<file path="src/rtl/lsu_pkg.sv">
// lsu_pkg: shared definitions for the load/store unit.
//   - access size encodings (byte, halfword, word, reserved)
//   - FSM state type for the unit's control sequencer
//   - default data-memory depth in 32-bit words
//   - req_misaligned(): alignment and size legality check for a request
package lsu_pkg;

    localparam int MEM_WORDS_DEFAULT = 100;

    localparam logic [1:0] SIZE_B   = 2'b00;
    localparam logic [1:0] SIZE_H   = 2'b01;
    localparam logic [1:0] SIZE_W   = 2'b10;
    localparam logic [1:0] SIZE_RSV = 2'b11;

    typedef enum logic [1:0] {
        IDLE   = 2'b00,
        ACCESS = 2'b01,
        WRITE  = 2'b10,
        RESP   = 2'b11
    } lsu_state_t;

    // True when the size is reserved or the byte offset does not suit the size.
    function automatic logic req_misaligned(input logic [1:0] size,
                                            input logic [1:0] offset);
        logic bad;
        case (size)
            SIZE_B:  bad = 1'b0;
            SIZE_H:  bad = offset[0];
            SIZE_W:  bad = (offset != 2'b00);
            default: bad = 1'b1;
        endcase
        return bad;
    endfunction

endpackage

</file>
<file path="src/rtl/ls_lane_align.sv">
// ls_lane_align: combinational little-endian lane handling.
// Ports:
//   offset      in  2   byte offset within the word (addr[1:0])
//   size        in  2   access size (SIZE_B / SIZE_H / SIZE_W)
//   is_unsigned in  1   1 = zero-extend loads, 0 = sign-extend
//   word        in  32  current memory word
//   wdata       in  32  right-aligned store data
//   load_value  out 32  extracted and extended load result
//   merged_word out 32  word with the addressed lane replaced by wdata
module ls_lane_align
    import lsu_pkg::*;
(
    input  logic [1:0]  offset,
    input  logic [1:0]  size,
    input  logic        is_unsigned,
    input  logic [31:0] word,
    input  logic [31:0] wdata,
    output logic [31:0] load_value,
    output logic [31:0] merged_word
);

    logic [7:0]  byte_lane;
    logic [15:0] half_lane;
    logic [4:0]  byte_shift;

    always_comb begin
        byte_shift  = {offset, 3'b000};
        byte_lane   = word[byte_shift +: 8];
        // Halfwords are only ever legal at offsets 0 and 2, so offset[1]
        // alone picks the lane.
        half_lane   = offset[1] ? word[31:16] : word[15:0];
        load_value  = word;
        merged_word = wdata;
        case (size)
            SIZE_B: begin
                load_value  = {{24{~is_unsigned & byte_lane[7]}}, byte_lane};
                merged_word = word;
                merged_word[byte_shift +: 8] = wdata[7:0];
            end
            SIZE_H: begin
                load_value  = {{16{~is_unsigned & half_lane[15]}}, half_lane};
                merged_word = offset[1] ? {wdata[15:0], word[15:0]}
                                        : {word[31:16], wdata[15:0]};
            end
            default: begin
                load_value  = word;
                merged_word = wdata;
            end
        endcase
    end

endmodule

</file>
<file path="src/rtl/load_store_unit.sv">
// load_store_unit: byte-addressed load/store front end for a word-addressed
// data memory (combinational read, synchronous write).
// Ports:
//   clk, reset            clock (rising edge), async active-low reset
//   req_valid/req_ready   request handshake
//   req_we, req_size, req_unsigned, req_addr, req_wdata   request fields
//   rsp_valid, rsp_rdata, rsp_err                         one-cycle response
//   mem_we, mem_a, mem_wd, mem_rd                         data-memory port
//   state_dbg             current FSM state, for observation only
//
// Handshake: a request transfers on a rising clk edge where req_valid and
// req_ready are both high. req_ready is high only in IDLE, so request inputs
// are ignored at all other times. The response is a single-cycle rsp_valid
// pulse with no ready; the consumer must take it in that cycle.
//
// Sequencing: IDLE -> ACCESS -> RESP for loads and word stores,
// IDLE -> ACCESS -> WRITE -> RESP for sub-word stores (read-modify-write),
// IDLE -> RESP for any erroring request, which never reaches memory.
module load_store_unit
    import lsu_pkg::*;
#(
    parameter int MEM_WORDS = MEM_WORDS_DEFAULT
) (
    input  logic        clk,
    input  logic        reset,
    input  logic        req_valid,
    output logic        req_ready,
    input  logic        req_we,
    input  logic [1:0]  req_size,
    input  logic        req_unsigned,
    input  logic [31:0] req_addr,
    input  logic [31:0] req_wdata,
    output logic        rsp_valid,
    output logic [31:0] rsp_rdata,
    output logic        rsp_err,
    output logic        mem_we,
    output logic [31:0] mem_a,
    output logic [31:0] mem_wd,
    input  logic [31:0] mem_rd,
    output lsu_state_t  state_dbg
);

    lsu_state_t  state;
    lsu_state_t  state_next;

    logic        lat_we;
    logic [1:0]  lat_size;
    logic        lat_unsigned;
    logic [31:0] lat_addr;
    logic [31:0] lat_wdata;
    logic [31:0] merged_q;

    logic        req_err;
    logic        lat_sub_word;
    logic [31:0] align_load;
    logic [31:0] align_merged;

    // Range check compares the full 30-bit word index, zero-extended.
    assign req_err = req_misaligned(req_size, req_addr[1:0])
                   | ({2'b00, req_addr[31:2]} >= 32'(MEM_WORDS));

    assign lat_sub_word = (lat_size != SIZE_W);
    assign state_dbg    = state;

    ls_lane_align u_align (
        .offset      (lat_addr[1:0]),
        .size        (lat_size),
        .is_unsigned (lat_unsigned),
        .word        (mem_rd),
        .wdata       (lat_wdata),
        .load_value  (align_load),
        .merged_word (align_merged)
    );

    always_ff @(posedge clk or negedge reset) begin
        if (!reset) begin
            state <= IDLE;
        end else begin
            state <= state_next;
        end
    end

    // Next state and memory/handshake outputs. Outputs depend only on the
    // state register and latched request, never on live inputs.
    always_comb begin
        state_next = state;
        req_ready  = 1'b0;
        rsp_valid  = 1'b0;
        mem_we     = 1'b0;
        mem_a      = 32'h0;
        mem_wd     = 32'h0;
        case (state)
            IDLE: begin
                req_ready = 1'b1;
                if (req_valid) begin
                    state_next = req_err ? RESP : ACCESS;
                end
            end
            ACCESS: begin
                mem_a = {2'b00, lat_addr[31:2]};
                if (lat_we && !lat_sub_word) begin
                    mem_we = 1'b1;
                    mem_wd = lat_wdata;
                end
                state_next = (lat_we && lat_sub_word) ? WRITE : RESP;
            end
            WRITE: begin
                mem_a      = {2'b00, lat_addr[31:2]};
                mem_we     = 1'b1;
                mem_wd     = merged_q;
                state_next = RESP;
            end
            RESP: begin
                rsp_valid  = 1'b1;
                state_next = IDLE;
            end
            default: state_next = IDLE;
        endcase
    end

    // Request latches, merge register and response registers.
    always_ff @(posedge clk or negedge reset) begin
        if (!reset) begin
            lat_we       <= 1'b0;
            lat_size     <= 2'b00;
            lat_unsigned <= 1'b0;
            lat_addr     <= 32'h0;
            lat_wdata    <= 32'h0;
            merged_q     <= 32'h0;
            rsp_rdata    <= 32'h0;
            rsp_err      <= 1'b0;
        end else begin
            case (state)
                IDLE: begin
                    if (req_valid) begin
                        lat_we       <= req_we;
                        lat_size     <= req_size;
                        lat_unsigned <= req_unsigned;
                        lat_addr     <= req_addr;
                        lat_wdata    <= req_wdata;
                        rsp_err      <= req_err;
                        // Stores and errors respond with zero data.
                        rsp_rdata    <= 32'h0;
                    end
                end
                ACCESS: begin
                    if (!lat_we) begin
                        rsp_rdata <= align_load;
                    end else if (lat_sub_word) begin
                        merged_q <= align_merged;
                    end
                end
                default: begin
                end
            endcase
        end
    end

endmodule

</file>
<file path="config.mk">
export PLATFORM = sky130hd
export DESIGN_NAME = load_store_unit
export DESIGN_NICKNAME = d
export VERILOG_FILES = /design/src/rtl/lsu_pkg.sv /design/src/rtl/ls_lane_align.sv /design/src/rtl/load_store_unit.sv
export SDC_FILE = /design/constraint.sdc
export NUM_CORES = 1
export LEC_CHECK = 0
export BUFFER_PORTS_ARGS = -buffer_cell sky130_fd_sc_hd__buf_4
export CORE_ASPECT_RATIO = 1.5
export CORE_UTILIZATION = 30
export CTS_BUF_LIST = sky130_fd_sc_hd__clkbuf_8 sky130_fd_sc_hd__clkbuf_16
export CTS_CLUSTER_SIZE = 8
export DETAILED_ROUTE_END_ITERATION = 10
export GPL_TIMING_DRIVEN = 0
export PLACE_DENSITY = 0.54
export RECOVER_POWER = 25
export SLEW_MARGIN = 20
export SYNTH_ARGS = -nofsm -noshare
export SYNTH_HDL_FRONTEND = slang
export SYNTH_SLANG_ARGS = --single-unit
</file>
<file path="constraint.sdc">
create_clock -name clk -period 2.5 [get_ports clk]
set_input_delay 0.25 -clock clk [delete_from_list [all_inputs] [get_ports clk]]
set_output_delay 0.25 -clock clk [all_outputs]
set_load 0.01 [all_outputs]
</file>
## Word-level counts from Yosys, hierarchy flattened

Index checks and enable logic that the tools add are counted.

- Logic and storage cells: 59
- Output and inout port bits: 102
- Flip-flop bits (word level): 135
- Input port bits: 103

- Eq/ne operators: 9
- Shift-type cells: 3
- $add $sub $neg: 1
- Muxes and demuxes: 20
- Bitwise logic cells: 4
- Magnitude comparators: 1
- Reductions and logical operators: 12

Operators with widths:

| kind | count |
|---|---|
| one-hot mux 32 bit (2 select lines) | 4 |
| 2-to-1 mux 32 bit | 4 |
| bitwise mux 32 bit | 1 |
| variable shift 8 x 7 -> 32 bit (first input constant) | 1 |
| indexed part select 32 x 6 -> 8 bit | 1 |
| indexed part select 8 x 7 -> 32 bit | 1 |
| >= comparator 30 x 7 -> 1 bit (second input constant) | 1 |
| 2-to-1 mux 30 bit | 1 |
| 2-to-1 mux 16 bit | 1 |
| one-hot mux 2 bit (4 select lines) | 1 |
| negator 5 -> 7 bit | 1 |
| == test 2 x 1 -> 1 bit (second input constant) | 3 |
| == test 2 bit (second input constant) | 3 |
| logical NOT 2 bit | 3 |
| inequality test 2 bit (second input constant) | 3 |
| AND reduction 3 bit | 2 |
| 2-to-1 mux 1 bit | 4 |
| 2-to-1 mux 2 bit | 2 |
| nonzero test 2 bit | 2 |
| one-hot mux 1 bit (3 select lines) | 1 |
| bitwise AND 1 bit | 2 |
| logical AND 1 bit | 2 |
| one-hot mux 1 bit (2 select lines) | 1 |
| AND reduction 2 bit | 1 |
| 4 further kinds | 4 |

## Logic depth before layout (Yosys ltp)

Gate-level depths: netlist of the first run.

- Depth after elaboration: 6
- Mapped depth: 10
- Mapped depth without buffers: 6

## By module

Synthesis of the first run repeated with hierarchy kept, for this count alone.

- Cell total of the unflattened synthesis: 736
- Area, all modules: 7636.1 um^2

Modules (own cells, without submodules):

| module | instances | sequential area each (um^2) | cells an instance | area each (um^2) |
|---|---|---|---|---|
| load_store_unit | 1 | 3378.2 | 501 | 6065.8 |
| ls_lane_align | 1 | 0.0 | 235 | 1570.3 |

## Least setup slack after synthesis of the first run

No wires, ideal clock.

- Kind: reg2reg
- From: register lat_addr[1]
- To: register merged_q[29]
- Period minus slack after synthesis: 2273 ps
- Required time: 2417 ps
- Buffers on the path: 4
- Path slack: 227 ps
- Cell stages (with the launch flop): 11
- Data arrival time: 2190 ps
- Setup time: 83 ps
- Cells stage by stage: dfrtp_1 > buf_4 > buf_2 > buf_2 > inv_1 > ha_1 > nor4bb_1 > clkbuf_1 > a22o_1 > a222oi_1 > o21ai_0

- Cells in the longest elaborated chain, start to end: 4
- Elaborated cells on any way between the ends: 6
- Classes of those cells: add/sub (1); shift (2); mux (3)

Ends and longest elaborated chain:

| what | RTL line | RTL |
|---|---|---|
| start, declared | load_store_unit.sv:49 | `logic [31:0] lat_addr;` |
| start signal, assigned | load_store_unit.sv:139 | `lat_addr <= req_addr;` |
| negator 5 -> 7 bit | ls_lane_align.sv:38 | `merged_word[byte_shift +: 8] = wdata[7:0];` |
| indexed part select 8 x 7 -> 32 bit or variable shift 8 x 7 -> 32 bit (tied branches) | ls_lane_align.sv:38 |  |
| bitwise mux 32 bit | ls_lane_align.sv:38 |  |
| one-hot mux 32 bit (2 select lines) (*) | ls_lane_align.sv:34 | `case (size)` |
| end signal, assigned | load_store_unit.sv:150 | `merged_q <= align_merged;` |
| end, declared | load_store_unit.sv:51 | `logic [31:0] merged_q;` |

Every way passes the cells marked *; elsewhere a longest branch is shown, timed or not.
A chain may end at the register's enable or synchronous reset.

## Worst setup path after layout of the first run

- From: register state[1], in the netlist state_dbg[1]
- To: output mem_wd[29]

- Cells in the longest elaborated chain, start to end: 2
- Elaborated cells on any way between the ends: 3
- Classes of those cells: eq/ne (2); mux (1)

Ends and longest elaborated chain:

| what | RTL line | RTL |
|---|---|---|
| start, declared | load_store_unit.sv:43 | `lsu_state_t state;` |
| start signal, assigned | load_store_unit.sv:79 | `state <= state_next;` |
| == test 2 bit or == test 2 x 1 -> 1 bit (tied branches) | load_store_unit.sv:92 | `case (state)` |
| one-hot mux 32 bit (2 select lines) (*) | load_store_unit.sv:92 |  |
| end, declared | load_store_unit.sv:38 | `output logic [31:0] mem_wd,` |

Marked as above.

==> results.json, run 1 <==
{
  "wl_mm": 26.7,
  "layout_commonest_cell": "buf_4",
  "design_power_total_mw": 13.7,
  "path_buf_inv": 5,
  "syn_avg_cell_area_um2": 10.8,
  "worstSetupStartpointType": "register",
  "clk_latency_ns": 0.44,
  "synth_area_leader_cell": "dfrtp_1",
  "worst_pin_slew_ns": 1.22,
  "area_growth_pct": 37.3,
  "max-cap-violations": 0,
  "grt_pass1_vias": 6553,
  "min_to": "lat_wdata[30]",
  "r2r_slack_ns": 0.14,
  "synth_flop_cell": "dfrtp_1",
  "wl_per_cell_um": 21.9,
  "dr.first_iter.drc_count": 473,
  "nFillCells": 2319,
  "firstDrtPassIters": 7,
  "whs_ns": 0.0224,
  "syn-instance-count": 663,
  "critPathKind": "register to output pin",
  "ios": 205,
  "track_usage": 0.225,
  "mostFrequentLayoutCells": "209 x buf_4, 133 x dfrtp_1, 72 x mux2_2",
  "cp_top_family": "buffers and inverters",
  "critPathMaxStageDelay_ns": 0.40,
  "grt_max_degree": 90,
  "ys_ff_latch": 135,
  "final_cells": 1218,
  "rows": 68,
  "dp.cells": 1182,
  "ir_drop_mv": 0.605,
  "wl_met1_mm": 10.6,
  "cts_sinks": 135,
  "antenna_found_initial": 0,
  "synthArstFlopShare": 1.00,
  "start_util": 0.308,
  "viasPerCell": 5.28,
  "synth_area_leaders": "dfrtp_1 47%, mux2_2 11%, a22oi_1 3.5%, nor2b_1 2.9%, and2_1 2.7%",
  "setup_viol": 0,
  "yosys_warnings": 0,
  "core_area_mm2": 0.0232,
  "rsz0062_at_grt": "no",
  "hold_start": "req_wdata[30]",
  "antennaDiodeCount": 0,
  "finClkSkew_ns": 0.0138,
  "grt_first_pass_wirelength_mm": 40.5,
  "die_h_um": 191,
  "maxSlewViolCount": 0,
  "min_delay_path_depth": 3,
  "place_congestion": 0.885,
  "r2r-start": "lat_addr[0]",
  "htreeDepth": 4,
  "final_antenna_net_count": 0,
  "total_leakage_power_nw": 4.33,
  "drive_gt1_frac": 0.412,
  "dieArea_mm2": 0.0245,
  "root_buffer": "clkbuf_16",
  "timing.fmax_mhz": 421,
  "overflow": 0,
  "power_density_mw_per_mm2": 1400,
  "timing.final.crit_share": 0.949,
  "synth-edff-count": 0,
  "ys_types": 52,
  "crit_slowest_cell": "dfrtp_2",
  "die_x_um": 128,
  "numPortBuffers": 202,
  "dr.max_layer_used": "met4",
  "hp-class": "primary input to register",
  "vias": 6429,
  "crit_chain": "inv_2, ha_2, buf_6, nand2_4, nor2_4, buf_12, clkbuf_8, a22oi_1, nor2b_1, buf_4",
  "hold_viol_final": 0,
  "cts_made_buffers": 17,
  "met3_wirelength_mm": 1.85,
  "status": "finished clean",
  "final_util": 0.423,
  "cts_tree": "built",
  "fin_crit_ns": 2.37,
  "rr_worst_depth": 8,
  "cp_max_fo": 6,
  "path_clk_slew_ns": 0.06,
  "wl_met2_mm": 13.4,
  "relSlewSlack": 0.184,
  "end_kind": "output pin",
  "fin_setup_tns_ns": 0,
  "required_ns": 2.25,
  "crit_arrival_ns": 2.12,
  "cts_buffer_depth": 2,
  "ys_seq_area_frac": 0.473,
  "netlist_area_mm2": 0.00715,
  "drc": 0,
  "fin_nets": 1003,
  "dp_hpwl_mm": 20.1,
  "yosysTopAreaCellShare": 0.473,
  "r2r-end": "merged_q[22]"
}
==> synth_stat cells, types with 2 or more instances <==
| library cell | instances |
|---|---|
| buf_2 | 17 |
| mux4_2 | 7 |
| o21ai_1 | 2 |
| or2_2 | 5 |
| a22o_1 | 15 |
| clkbuf_1 | 30 |
| nand4bb_1 | 2 |
| a221o_2 | 10 |
| and2_1 | 31 |
| mux2_2 | 72 |
| a222oi_1 | 7 |
| a32o_1 | 4 |
| dfrtp_1 | 135 |
| nor4_1 | 6 |
| inv_1 | 13 |
| ha_1 | 9 |
| a221oi_1 | 21 |
| o32ai_1 | 5 |
| o21ai_0 | 20 |
| nor2_1 | 49 |
| a22oi_1 | 33 |
| a21oi_1 | 24 |
| nand2b_1 | 5 |
| buf_4 | 4 |
| mux2i_1 | 4 |
| nor2b_1 | 33 |
| a221o_1 | 6 |
| o21a_1 | 3 |
| o221ai_1 | 7 |
| o31ai_1 | 4 |
| nand2_1 | 42 |
| nand3_1 | 14 |
| a41oi_1 | 5 |
==> logic make-up (layout without fill, tap and decap cells) <==
kind of cell | Yosys count | in the layout | synth area share
AOI/OAI and AO/OA | 173 | 173 | 0.187
other | 1 | 2 | 0.000525
DFF | 135 | 135 | 0.473
buffers and inverters | 66 | 305 | 0.0408
adders and majority gates | 9 | 9 | 0.0158
muxes | 83 | 83 | 0.141
and+or+nand+nor | 196 | 196 | 0.142
==> layer usage <==
layer | GRT usage | up-vias
li1 | - | 2929
met1 | 0.272 | 3171
met2 | 0.378 | 281
met3 | 0.0565 | 48
met4 | 0.0986 | 0
met5 | 0 | -
==> per-stage QoR <==
stage                     instance area, um2  worst slack (ns)
final                                   9820             0.127
after global routing                    9820           0.00650
after detailed placement                9100            -0.471
after CTS                               9770            0.0133
after global placement                  9060            -0.519
after floorplan                         7150             0.227
==> worst max path at each step <==
stage / start / slack (ns) / end / cells after the start
global route: lat_addr[0] / 0.007 / merged_q[27] / 9
floorplan: lat_addr[1] / 0.23 / merged_q[29] / 10
CTS: lat_addr[1] / 0.01 / merged_q[22] / 8
detailed placement: lat_addr[1] / -0.47 / merged_q[30] / 10
global placement: lat_addr[1] / -0.52 / merged_q[30] / 10
finish: state_dbg[1] / 0.13 / mem_wd[29] / 10
==> where the power goes <==
part	total [mW]	switching, mW	leakage [nW]	internal, mW
sequential	4.09	0.866	1.62	3.22
combinational	7.14	3.74	2.42	3.40
clock	2.51	0.976	0.291	1.53
==> area by class of cell <==
| type | count | area [um2] | area share |
|---|---|---|---|
| Inverter | 14 | 52.6 | 0.00535 |
| Multi-Input combinational cell | 463 | 3510 | 0.357 |
| Tap cell | 315 | 394 | 0.0402 |
| Clock inverter | 14 | 146 | 0.0149 |
| Buffer | 48 | 284 | 0.0289 |
| Timing Repair Buffer | 212 | 1620 | 0.165 |
| Clock buffer | 17 | 425 | 0.0433 |
| Sequential cell | 135 | 3380 | 0.344 |
==> flip-flops by register name (all words and copies together) (netlist names) <==
name and cells:
rsp_err 1, lat_size 2, merged_q 32, state_dbg 2, lat_addr 32, lat_unsigned 1
lat_wdata 32, lat_we 1, rsp_rdata 32
==> repair_timing <==
| item | in CTS | in global routing |
|---|---|---|
| gates cloned | 2 | 0 |
| buffers inserted | 2 | 4 |
| setup endpoints to repair | 95 | 73 |
| hold endpoints to repair | 46 | 0 |
| resized for setup | 29 | 14 |
| pin swaps | 1 | 1 |
| hold buffers | 1 | 0 |
==> worst register-to-register path: cells and delay by family (launching register included) <==
| kind | cells | cell delay, ns |
|---|---|---|
| compound gates | 2 | 0.73 |
| fa+ha+maj | 1 | 0.35 |
| buf+inv | 3 | 0.52 |
| flops | 1 | 0.37 |
| simple gates | 2 | 0.30 |
(Power assumes the default switching activity.)
==> run 2: changes to the inputs <==
--- a/config.mk
+++ b/config.mk
@@ -11,7 +11,7 @@
 export CTS_BUF_LIST = sky130_fd_sc_hd__clkbuf_8 sky130_fd_sc_hd__clkbuf_16
 export CTS_CLUSTER_SIZE = 8
 export DETAILED_ROUTE_END_ITERATION = 10
-export GPL_TIMING_DRIVEN = 0
+export HOLD_SLACK_MARGIN = 0.12
 export PLACE_DENSITY = 0.54
 export RECOVER_POWER = 25
 export SLEW_MARGIN = 20
==> results.json, run 2 (synthesized netlist as in run 1, its figures left out) <==
{
  "fin_nets": 1056,
  "cp-startpoint": "state_dbg[0]",
  "relSlewSlack": 0.148,
  "crit_slowest_cell": "dfrtp_1",
  "dp_hpwl_mm": 18.4,
  "dr.first_iter.drc_count": 418,
  "path_clk_slew_ns": 0.06,
  "drive_gt1_frac": 0.382,
  "critPathKind": "register to output pin",
  "die_h_um": 191,
  "cts_buffer_depth": 2,
  "layout_commonest_cell": "buf_4",
  "final_antenna_net_count": 0,
  "rows": 68,
  "viasPerCell": 5.21,
  "worst_pin_slew_ns": 1.28,
  "worstSetupStartpointType": "register",
  "cts_tree": "built",
  "maxSlewViolCount": 0,
  "hp-class": "primary input to register",
  "critPathMaxStageDelay_ns": 0.44,
  "rr_worst_depth": 5,
  "area_growth_pct": 47.3,
  "crit_arrival_ns": 2.13,
  "required_ns": 2.25,
  "final_cells": 1271,
  "vias": 6617,
  "overflow": 0,
  "path_depth": 6,
  "antennaDiodeCount": 0,
  "rsz0062_at_grt": "no",
  "fin_setup_tns_ns": 0,
  "start_util": 0.308,
  "place_congestion": 0.856,
  "finClkSkew_ns": 0.0101,
  "cp_max_fo": 16,
  "end_kind": "output pin",
  "numPortBuffers": 202,
  "path_buf_inv": 3,
  "r2r-start": "state_dbg[0]",
  "design_power_total_mw": 13.7,
  "power_density_mw_per_mm2": 1300,
  "ios": 205,
  "ir_drop_mv": 0.811,
  "timing.final.crit_share": 0.954,
  "htreeDepth": 4,
  "firstDrtPassIters": 6,
  "drc": 0,
  "post_cts_buffers": 0,
  "fin_crit_ns": 2.38,
  "core_area_mm2": 0.0232,
  "grt_max_degree": 51,
  "timing.fmax_mhz": 419,
  "clk_latency_ns": 0.43,
  "max-cap-violations": 0,
  "root_buffer": "clkbuf_16",
  "die_x_um": 128,
  "total_leakage_power_nw": 4.60,
  "hold_viol_final": 0,
  "antenna_found_initial": 0,
  "dp.cells": 1158,
  "grt_first_pass_wirelength_mm": 39.6,
  "crit_chain": "inv_1, ha_1, buf_4, a22oi_1, nor2b_1, buf_4",
  "cts_sinks": 135,
  "wl_per_cell_um": 20.3,
  "wl_mm": 25.8,
  "setup_viol": 0,
  "cp_top_family": "buffers and inverters",
  "whs_ns": 0.135,
  "hold_start": "mem_rd[23]",
  "dieArea_mm2": 0.0245,
  "mostFrequentLayoutCells": "226 x buf_4, 133 x dfrtp_1, 81 x dlygate4sd3_1",
  "track_usage": 0.216,
  "cts_made_buffers": 17,
  "grt_pass1_vias": 6728,
  "status": "finished clean",
  "worst_path_most_repeated_cell": "buf_4",
  "min_delay_path_depth": 2
}
run 2: worst paths after layout:
kind,to,slack [ns]
hold reg to reg,rsp_rdata[6],0.48
setup / recovery,mem_wd[7],0.12
hold / removal,rsp_rdata[23],0.13
setup reg to reg,lat_wdata[3],0.40
max in group asynchronous,state_dbg[1],0.47
min in group asynchronous,lat_wdata[19],0.64
run 2: power by group:
group          leakage [nW]  switching, mW  internal, mW
clock                 0.299          0.980          1.64
combinational          2.67           3.56          3.44
sequential             1.62          0.885          3.22
total                  4.60           5.42          8.31
run 2: what timing repair did:
action,CTS,global route
hold buffers,81,0
setup endpoints to repair,0,24
hold endpoints to repair,125,0
gates resized for setup,0,4
run 2: layout make-up:
| cell class | count | area, um2 |
|---|---|---|
| multi-input cells | 463 | 3500 |
| inverters | 14 | 52.6 |
| clock inverters | 11 | 146 |
| flip-flops and latches | 135 | 3380 |
| clock buffers | 20 | 467 |
| repair buffers | 313 | 2590 |
| well taps | 315 | 394 |
| fillers | 2220 | 12700 |
run 2: metal layers:
metal / track usage / vias to the layer above / wire (um)
met5: 0 / - / 0
met4: 0.0597 / 0 / 314
met1: 0.266 / 3320 / 10600
met3: 0.0448 / 21 / 1420
li1: - / 3033 / -
met2: 0.380 / 243 / 13500
run 2: stage by stage:
| step | setup WS (ns) | area [um2] | util |
|---|---|---|---|
| finish | 0.115 | 10500 | 0.453 |
| global route | 0.00934 | 10500 | 0.453 |
| CTS | 0.0493 | 10500 | 0.453 |
| detailed placement | 0.390 | 9090 | 0.391 |
| global placement | 0.453 | 9090 | 0.391 |
| floorplan | 0.227 | 7150 | - |
